$ cat src/rtl/instruction_fetch_buffer_if.sv
// Instruction memory read bus: request/ready handshake plus in-order responses.
// The fetch buffer is the master; the instruction memory is the slave.
interface instruction_fetch_buffer_if;
  logic        memRequestValid;
  logic [31:0] memRequestAddress;
  logic        memRequestReady;
  logic        memResponseValid;
  logic [31:0] memResponseData;
  logic        memResponseError;

  modport master (
    output memRequestValid,
    output memRequestAddress,
    input  memRequestReady,
    input  memResponseValid,
    input  memResponseData,
    input  memResponseError
  );

  modport slave (
    input  memRequestValid,
    input  memRequestAddress,
    output memRequestReady,
    output memResponseValid,
    output memResponseData,
    output memResponseError
  );
endinterface

$ cat src/rtl/instruction_fetch_buffer.sv
// Two-entry address-tagged instruction buffer with one in-flight PC+4 prefetch.
// Flags misaligned PCs and bus-error words as instruction faults.
module instruction_fetch_buffer #(
  parameter bit PREFETCH_ENABLE = 1'b1
) (
  input  logic        clock,
  input  logic        reset,
  input  logic [31:0] instructionAddress,
  input  logic        invalidateBuffer,
  output logic        instructionDataValid,
  output logic [31:0] instructionData,
  output logic        instructionFault,
  instruction_fetch_buffer_if.master mem
);

  typedef enum logic [1:0] {
    IDLE,
    REQUEST,
    WAIT
  } state_t;

  state_t           state_q, state_d;
  logic [1:0]       valid_q, valid_d;
  logic [1:0][31:0] addr_q, addr_d;
  logic [1:0][31:0] data_q, data_d;
  logic [1:0]       err_q, err_d;
  logic             ptr_q, ptr_d;
  logic             drop_q, drop_d;
  logic [31:0]      reqAddr_q, reqAddr_d;

  logic        misaligned;
  logic [31:0] pcNext;
  logic [1:0]  hit;
  logic [1:0]  nextHit;
  logic        haveTarget;
  logic [31:0] target;
  logic        victim;

  assign misaligned = |instructionAddress[1:0];
  assign pcNext     = instructionAddress + 32'd4;

  assign hit[0] = valid_q[0] && (addr_q[0] == instructionAddress);
  assign hit[1] = valid_q[1] && (addr_q[1] == instructionAddress);
  assign nextHit[0] = valid_q[0] && (addr_q[0] == pcNext);
  assign nextHit[1] = valid_q[1] && (addr_q[1] == pcNext);

  assign mem.memRequestValid   = (state_q == REQUEST);
  assign mem.memRequestAddress = reqAddr_q;

  // Demand miss first, then the sequential prefetch.
  always_comb begin
    haveTarget = 1'b0;
    target     = instructionAddress;
    if (!misaligned) begin
      if (hit == 2'b00) begin
        haveTarget = 1'b1;
      end else if (PREFETCH_ENABLE && (nextHit == 2'b00)) begin
        haveTarget = 1'b1;
        target     = pcNext;
      end
    end
  end

  always_comb begin
    instructionDataValid = 1'b0;
    instructionData      = '0;
    instructionFault     = 1'b0;
    if (!reset) begin
      instructionDataValid = misaligned | (|hit);
      if (misaligned) begin
        instructionFault = 1'b1;
      end else if (hit[0]) begin
        instructionFault = err_q[0];
        instructionData  = err_q[0] ? '0 : data_q[0];
      end else if (hit[1]) begin
        instructionFault = err_q[1];
        instructionData  = err_q[1] ? '0 : data_q[1];
      end
    end
  end

  // Never overwrite the entry the fetch stage is currently reading.
  always_comb begin
    victim = ptr_q;
    if (hit == 2'b01) begin
      victim = 1'b1;
    end else if (hit == 2'b10) begin
      victim = 1'b0;
    end
  end

  always_comb begin
    state_d   = state_q;
    valid_d   = valid_q;
    addr_d    = addr_q;
    data_d    = data_q;
    err_d     = err_q;
    ptr_d     = ptr_q;
    drop_d    = drop_q;
    reqAddr_d = reqAddr_q;

    unique case (state_q)
      IDLE: begin
        if (haveTarget) begin
          reqAddr_d = target;
          state_d   = REQUEST;
        end
      end
      REQUEST: begin
        if (invalidateBuffer) begin
          drop_d = 1'b1;
        end
        if (mem.memRequestReady) begin
          state_d = WAIT;
        end
      end
      WAIT: begin
        if (mem.memResponseValid) begin
          state_d = IDLE;
          drop_d  = 1'b0;
          if (!drop_q && !invalidateBuffer) begin
            valid_d[victim] = 1'b1;
            addr_d[victim]  = reqAddr_q;
            data_d[victim]  = mem.memResponseData;
            err_d[victim]   = mem.memResponseError;
            if (hit[0] == hit[1]) begin
              ptr_d = ~ptr_q;
            end
          end
        end else if (invalidateBuffer) begin
          drop_d = 1'b1;
        end
      end
      default: begin
        state_d = IDLE;
      end
    endcase

    if (invalidateBuffer) begin
      valid_d = '0;
    end
  end

  always_ff @(posedge clock or posedge reset) begin
    if (reset) begin
      state_q   <= IDLE;
      valid_q   <= '0;
      addr_q    <= '0;
      data_q    <= '0;
      err_q     <= '0;
      ptr_q     <= 1'b0;
      drop_q    <= 1'b0;
      reqAddr_q <= '0;
    end else begin
      state_q   <= state_d;
      valid_q   <= valid_d;
      addr_q    <= addr_d;
      data_q    <= data_d;
      err_q     <= err_d;
      ptr_q     <= ptr_d;
      drop_q    <= drop_d;
      reqAddr_q <= reqAddr_d;
    end
  end

endmodule

$ cat src/flat_wrapper.sv
// flat-port wrapper written by rule: the top's interface ports become plain ports
module instruction_fetch_buffer_flat 
#(
  parameter bit PREFETCH_ENABLE = 1'b1
)
  (clock, reset, instructionAddress, invalidateBuffer, instructionDataValid, instructionData, instructionFault, mem_memRequestValid, mem_memRequestAddress, mem_memRequestReady, mem_memResponseValid, mem_memResponseData, mem_memResponseError);
  instruction_fetch_buffer_if mem_i ();
  input  logic clock;
  input  logic reset;
  input  logic [31:0] instructionAddress;
  input  logic invalidateBuffer;
  output logic instructionDataValid;
  output logic [31:0] instructionData;
  output logic instructionFault;
  output wire logic [$bits(mem_i.memRequestValid)-1:0] mem_memRequestValid;
  output wire logic [$bits(mem_i.memRequestAddress)-1:0] mem_memRequestAddress;
  input wire logic [$bits(mem_i.memRequestReady)-1:0] mem_memRequestReady;
  input wire logic [$bits(mem_i.memResponseValid)-1:0] mem_memResponseValid;
  input wire logic [$bits(mem_i.memResponseData)-1:0] mem_memResponseData;
  input wire logic [$bits(mem_i.memResponseError)-1:0] mem_memResponseError;
  assign mem_memRequestValid = mem_i.memRequestValid;
  assign mem_memRequestAddress = mem_i.memRequestAddress;
  assign mem_i.memRequestReady = mem_memRequestReady;
  assign mem_i.memResponseValid = mem_memResponseValid;
  assign mem_i.memResponseData = mem_memResponseData;
  assign mem_i.memResponseError = mem_memResponseError;
  instruction_fetch_buffer #(.PREFETCH_ENABLE(PREFETCH_ENABLE)) u_core (.clock(clock), .reset(reset), .instructionAddress(instructionAddress), .invalidateBuffer(invalidateBuffer), .instructionDataValid(instructionDataValid), .instructionData(instructionData), .instructionFault(instructionFault), .mem(mem_i));
endmodule
$ cat config.mk
export PLATFORM = sky130hd
export DESIGN_NAME = instruction_fetch_buffer_flat
export DESIGN_NICKNAME = d
export VERILOG_FILES = /design/src/rtl/instruction_fetch_buffer_if.sv /design/src/rtl/instruction_fetch_buffer.sv /design/src/flat_wrapper.sv
export SDC_FILE = /design/constraint.sdc
export NUM_CORES = 1
export LEC_CHECK = 0
export CELL_PAD_IN_SITES_DETAIL_PLACEMENT = 1
export CELL_PAD_IN_SITES_GLOBAL_PLACEMENT = 1
export CORE_UTILIZATION = 30
export DETAILED_ROUTE_END_ITERATION = 16
export MAX_ROUTING_LAYER = met4
export PLACE_DENSITY_LB_ADDON = 0.1
export SYNTH_ARGS = -nofsm -noshare
export SYNTH_HDL_FRONTEND = slang
export SYNTH_SLANG_ARGS = --single-unit
export TNS_END_PERCENT = 1
$ cat constraint.sdc
create_clock -name clock -period 13.56 [get_ports clock]
set_clock_uncertainty 0.15 [all_clocks]
set_input_delay 1.356 -clock clock [delete_from_list [all_inputs] [get_ports clock]]
set_output_delay 1.356 -clock clock [all_outputs]
set_load 0.1 [all_outputs]
-- Word level (Yosys, flattened, before mapping)
Index checks and enable logic that the tools add are counted.
- word-level logic and storage cells: 87
- register bits: 168
- output and inout bits: 67
- bits of input ports: 70
- reduce and logical (&&, ||, !) cells: 22
- magnitude comparators: 2
- eq/ne operators: 12
- $add $sub $neg: 1
- bitwise operators: 3
- mux-type cells: 37
- operators with widths (operator ; number):
    two-way mux 32 bit ; 10
    bitwise mux 64 bit ; 2
    equality test 32 bit ; 4
    adder 32 x 3 -> 32 bit (second input constant) ; 1
    demux 32 bit (select 1 bit) ; 1
    two-way mux 2 bit ; 7
    two-way mux 1 bit ; 13
    AND reduction 3 bit ; 3
    nonzero test 2 bit ; 4
    logical AND 1 bit ; 6
    zero test 2 bit ; 3
    case mux 2 bit (3 select lines) ; 1
    equality test 2 x 1 -> 1 bit (second input constant) ; 2
    equality test 2 bit (second input constant) ; 2
    inequality test 2 x 1 -> 1 bit (second input constant) ; 2
    AND reduction 4 bit ; 1
    OR reduction 2 bit ; 2
    bitwise mux 2 bit ; 1
    zero test 1 bit ; 2
    less-than comparator 1 x 2 -> 1 bit (second input constant) ; 1
    inequality test 2 bit (second input constant) ; 1
    bitwise OR 2 bit ; 1
    case mux 1 bit (2 select lines) ; 1
    AND reduction 2 bit ; 1
    other kinds (5) ; 5

-- Depth between registers and ports, before layout
- depth in word-level cells: 14
- depth in mapped cells: 16
- depth with buffers taken out: 13

-- Worst setup path after synthesis
No wires, ideal clock.
- path type: input-to-output
- start point: in reset
- end point: out instructionData[10]
- buffers on the path: 1
- stages on the path: 4
- data required time: 12.054 ns
- slack: 5.052 ns
- arrival time: 7.002 ns
- cells stage by stage: inv_1 -> nand2_1 -> clkbuf_1 -> nor2_1
- word-level cells in the longest chain between the ends: 1
- ends and longest elaborated chain (what ; RTL line ; source):
    start, declared ; flat_wrapper.sv:9 ; input logic reset;
    two-way mux 32 bit ; instruction_fetch_buffer.sv:68 ; if (!reset) begin
    end, declared ; flat_wrapper.sv:13 ; output logic [31:0] instructionData;
Every way passes these cells.

-- Worst setup path after layout
- start point: in instructionAddress[4]
- end point: out instructionData[31]
- word-level cells in the longest chain between the ends: 6
- elaborated cells between the ends (all ways): 8
- classes of those cells: 2 x eq/ne; 4 x mux; 2 x reduce/logical
- ends and longest elaborated chain (what ; RTL line ; source):
    start, declared ; flat_wrapper.sv:10 ; input logic [31:0] instructionAddress;
    equality test 32 bit ; instruction_fetch_buffer.sv:43 ; assign hit[1] = valid_q[1] && (addr_q[1] == instructionAddress);
    logical AND 1 bit ; instruction_fetch_buffer.sv:43 ;
    two-way mux 32 bit ; instruction_fetch_buffer.sv:75 ; end else if (hit[1]) begin
    two-way mux 32 bit * ; instruction_fetch_buffer.sv:72 ; end else if (hit[0]) begin
    two-way mux 32 bit * ; instruction_fetch_buffer.sv:70 ; if (misaligned) begin
    two-way mux 32 bit * ; instruction_fetch_buffer.sv:68 ;
Mark *: on every way between the ends. The rest lies on a longest branch, timed or not.

==> impl.org <==
** Finish
- Leaving out fill and tap cells, the most frequent cell in the layout is dfrtp_1.
- Filler cell count in the final layout :: 3509
- Final instance count without filler cells :: 1474
- Compared with the post-synthesis result, the final layout area differs by 22.8%.
- Share of the core filled with cells :: a little under two fifths
- The final layout contains 1103 nets.
- Total inserted antenna cells :: 0
- Cells with a size suffix above 1 make up 20.0% of the layout.
- In the layout the commonest cells are dfrtp_1 (168), clkdlybuf4s50_1 (136), mux2_2 (131).

** Timing
- Tmin final :: around 7400 ps
- Slew Limit Fails :: 0
- For the final routed database, the setup TNS stands at 0 ps.
- In this run the tightest slew margin relative to its limit is 29.8%.
- Setup repair after global routing left no endpoint under its margin.
- At the pin with the least slew margin, the transition time is 1050 ps.
- Crit share post-route :: 54.4%
- Maximum achievable frequency :: 0.136 GHz
- Setup violations remaining at the end of the flow were counted as 0.
- Final hold violation count :: 0

** Pwr
- The internal portion of the total power is around 1.3 mW.
- Largest voltage drop on the vdd net :: 101 uV
- Of the total power, the share spent switching nets is 44.3%.
- Switching power summed over all nets :: 999 uW
- Pwr Total :: 2.26 mW
- Areal power density over the cells :: approximately 190 nW/um^2
- In this run the static leakage power is 4.79 nW.
- Relative contribution of the clock network to total power :: 22.2%
- Combinational logic is responsible for 41.4% of the overall power.
- Sequential cell fraction of total power :: a little over a third

** Placement
- At the end of routability-driven placement, the weighted congestion stood at 0.882.
- After detailed placement, the design holds a cell count of 1442.
- Post-detailed-placement half-perimeter wirelength :: roughly 21000 um
- During placement, the flow inserted port buffers numbering 136.

** Worst setup path
- Critical Path Source Type :: primary input
- Worst stage delay on the critical path :: roughly 1200 ps
- Category of cells accounting for the largest share of critical-path delay :: buffers and inverters
- Worst-path cell chain :: clkdlybuf4s50_1 -> xor2_1 -> a21oi_1 -> nand3_1 -> nor4_1 -> nand4_1 -> nor3_1 -> inv_1 -> nor3_2 -> buf_4 -> a22oi_1 -> nor2_1 -> clkdlybuf4s50_1
- The worst setup path is captured at an output pin.
- Data on the critical path is required at its endpoint by 12050 ps.
- Worst Path Max Fanout :: 32
- Critical path buffer and inverter count :: 4
- In this design, the critical path's most frequently occurring cell is clkdlybuf4s50_1.
- STA puts the critical path data arrival time at just under 6000 ps.
- Critical path type :: in2out
- The slowest stage of the critical path belongs to the cell clkdlybuf4s50_1.

** Global routing
- The first global-routing pass estimated 48200 um of wire.
- Global routing finished with a remaining overflow of 0.
- Maximum number of pins on one net before global-route repair :: 106
- Global-route total usage across every layer :: a little under 20%
- Initial antenna violation count :: 0
- The via count of the first global-routing pass came to 7940.

** Detailed routing
- Summed over all layers, the routed wires come to roughly 30000 um.
- The count of nets left with antenna violations once routing finished came out at 0.
- Via-to-Cell Ratio :: 5.03
- Average wire length per cell after detail routing :: 20.5 um
- The first routing iteration left approximately 360 violations.
- Vias post-DR :: 7407
- DRC errors left :: 0
- Detailed-routing iteration count for the pre-antenna-repair pass :: 5

** Run
- Across the run, the number of max-cap violations was 0.

** Synth
- Netlist area before placement :: ~9800 sq um
- Xor and xnor area share after synthesis :: 11.1%
- The number of different library cells used by synthesis comes to 63.
- After synthesis, the largest family of logic cells by area is simple AND/OR/NAND/NOR gates.
- Sequential element share of the synthesized area :: 43.0%
- The average instance in the mapped netlist occupies 10.5 sq um.
- Compound-Gate Fraction of Synth Area :: 9.14%
- Of the post-synthesis cell area, the part taken by muxes is roughly 16%.
- Of the total synthesized cell area, the portion taken by AND, OR, NAND and NOR gates is about 16%.
- Counting every net in the synthesized netlist gives around 1000.
- Of all flip-flops after synthesis, the portion carrying an async set or reset was 100%.
- In the post-synthesis netlist, the biggest area contributors are dfrtp_1 (43%), mux2_2 (15%), xnor2_1 (8.2%).
- For this run, the number of Yosys warnings is 0.
- Number of synthesized flops with an enable pin :: 0
- Post-synthesis sequential element count :: ~170
- After Yosys synthesis, full adders, half adders and majority gates account for 0.896% of the synthesized area.
- Ys flop type :: dfrtp_1
- Synthesis handed over a netlist of 927 instances.
- The biggest area contributor in the post-synthesis netlist is dfrtp_1.
- Of the post-synthesis cell area, the dominant cell type holds 43.0%.

** CTS
- In this run, post-CTS hold repair placed 0 buffers.
- Number of buffers created by CTS :: 17
- Setup Buffers After CTS :: 0
- At the later pin of the worst-skew pair, clock insertion delay measures 450 ps.
- After clock tree synthesis, the clock-pin slew on the worst setup and hold paths is roughly 70 ps.
- The tree built by TritonCTS fans out to about 170 sinks.
- In this run the clock root is driven by a clkbuf_16.
- Total number of H-tree levels :: 4
- TritonCTS built the clock tree.
- Once the clock tree was built, the resizer swapped 0 gates to a different size.
- The longest clock path from root to sink contains 2 buffers.

** Floorplanning
- The floorplan step set the die height to 182 um.
- Number of rows created at floorplan :: 65
- Overall die area :: 33300 sq um
- Core Box Area :: 31800 sq um
- Die width :: 182 um
- Starting utilization of the core area :: approximately 31%
- In this run the count of I/O pins placed on the die edge is 137.

** Worst hold path
- Class of the tightest hold or removal check :: reg2reg

** Status
- The flow ran to the end, and the final reports show no timing, DRC or antenna violations.
[sequential cells by signal, indices dropped and copies added, names as in the netlist]
| signal | cells |
|---|---|
| u_core.mem.memRequestAddress | 32 |
| u_core.state_q | 2 |
| u_core.data_q | 64 |
| u_core.ptr_q | 1 |
| u_core.drop_q | 1 |
| u_core.valid_q | 2 |
| u_core.err_q | 2 |
| u_core.addr_q | 64 |
[metrics by stage]
step / setup WS [ps] / hold slack (ps) / cell area [sq um]
after floorplan: 5050 / 291 / 9770
after global placement: 6360 / 303 / 11400
after detailed placement: 6280 / 315 / 11400
after CTS: 6240 / 330 / 12000
after global routing: 5910 / 347 / 12000
final: 6180 / 327 / 12000
[power groups by stage]
| stage | sequential (mW) | combinational, mW | clock [mW] |
|---|---|---|---|
| floorplan | 1.11 | 0.388 | 0 |
| CTS | 0.824 | 0.944 | 0.523 |
| finish | 0.822 | 0.934 | 0.502 |
| global route | 0.850 | 0.995 | 0.539 |
| global placement | 0.830 | 0.933 | 0 |
| detailed placement | 0.831 | 0.940 | 0 |
[per-layer routing]
metal  vias up  share of wire, %  track usage (%)
met1      3744                47             25.4
met4         0              0.87             4.44
met3        15               4.8             4.67
met5         -                 0                -
li1       3510                 -                -
met2       138                48             31.1
[final timing paths]
check	cells past startpoint	to	slack (ps)	start
min in group asynchronous	2	u_core.data_q[53]	1420	reset
setup reg to reg	12	u_core.mem.memRequestAddress[24]	9310	u_core.addr_q[23]
hold reg to reg	1	u_core.ptr_q	330	u_core.ptr_q
hold / removal	1	u_core.ptr_q	330	u_core.ptr_q
max in group asynchronous	3	u_core.mem.memRequestAddress[21]	10320	reset
setup / recovery	13	instructionData[31]	6180	instructionAddress[4]
[cell families (layout without fill, tap and decap cells)]
logic type / count (synthesis) / in the layout
AND/OR/NAND/NOR: 277 / 277
flip-flops: 168 / 168
multiplexers: 135 / 135
AO/OA/AOI/OAI: 134 / 134
XOR/XNOR: 122 / 122
buffers and inverters: 84 / 196
adder cells (fa/ha/maj): 7 / 7
[area by class of cell]
cell class                 count  area [sq um]  share of cell area, %
clock buffer                  17           425                   3.55
clock inverter                15           161                   1.35
inverter                      19          76.3                  0.636
multi-input combinational    675          5160                   43.0
sequential                   168          4200                   35.0
tap                          435           544                   4.54
timing repair buffer         145          1430                   11.9
[worst register-to-register path, delay by kind of cell, from the launching register on]
kind | cells | cell delay, ps
simple gates | 6 | 1880
compound gates | 3 | 990
buf+inv | 2 | 540
flops | 1 | 390
xor+xnor | 1 | 160
[cell usage after synthesis, types with 9 or more instances]
| cell | n |
|---|---|
| dfrtp_1 | 168 |
| mux2_2 | 131 |
| xnor2_1 | 91 |
| nor2_1 | 80 |
| a21oi_1 | 44 |
| nor3_1 | 38 |
| nand2_1 | 37 |
| a22oi_1 | 34 |
| clkbuf_1 | 30 |
| xor2_1 | 30 |
| nand4_1 | 22 |
| inv_1 | 19 |
| nand3_1 | 19 |
| buf_2 | 17 |
| nor4_1 | 12 |
| o21ai_0 | 11 |
| buf_6 | 10 |
| nor4_2 | 9 |
(Power assumes the default switching activity.)
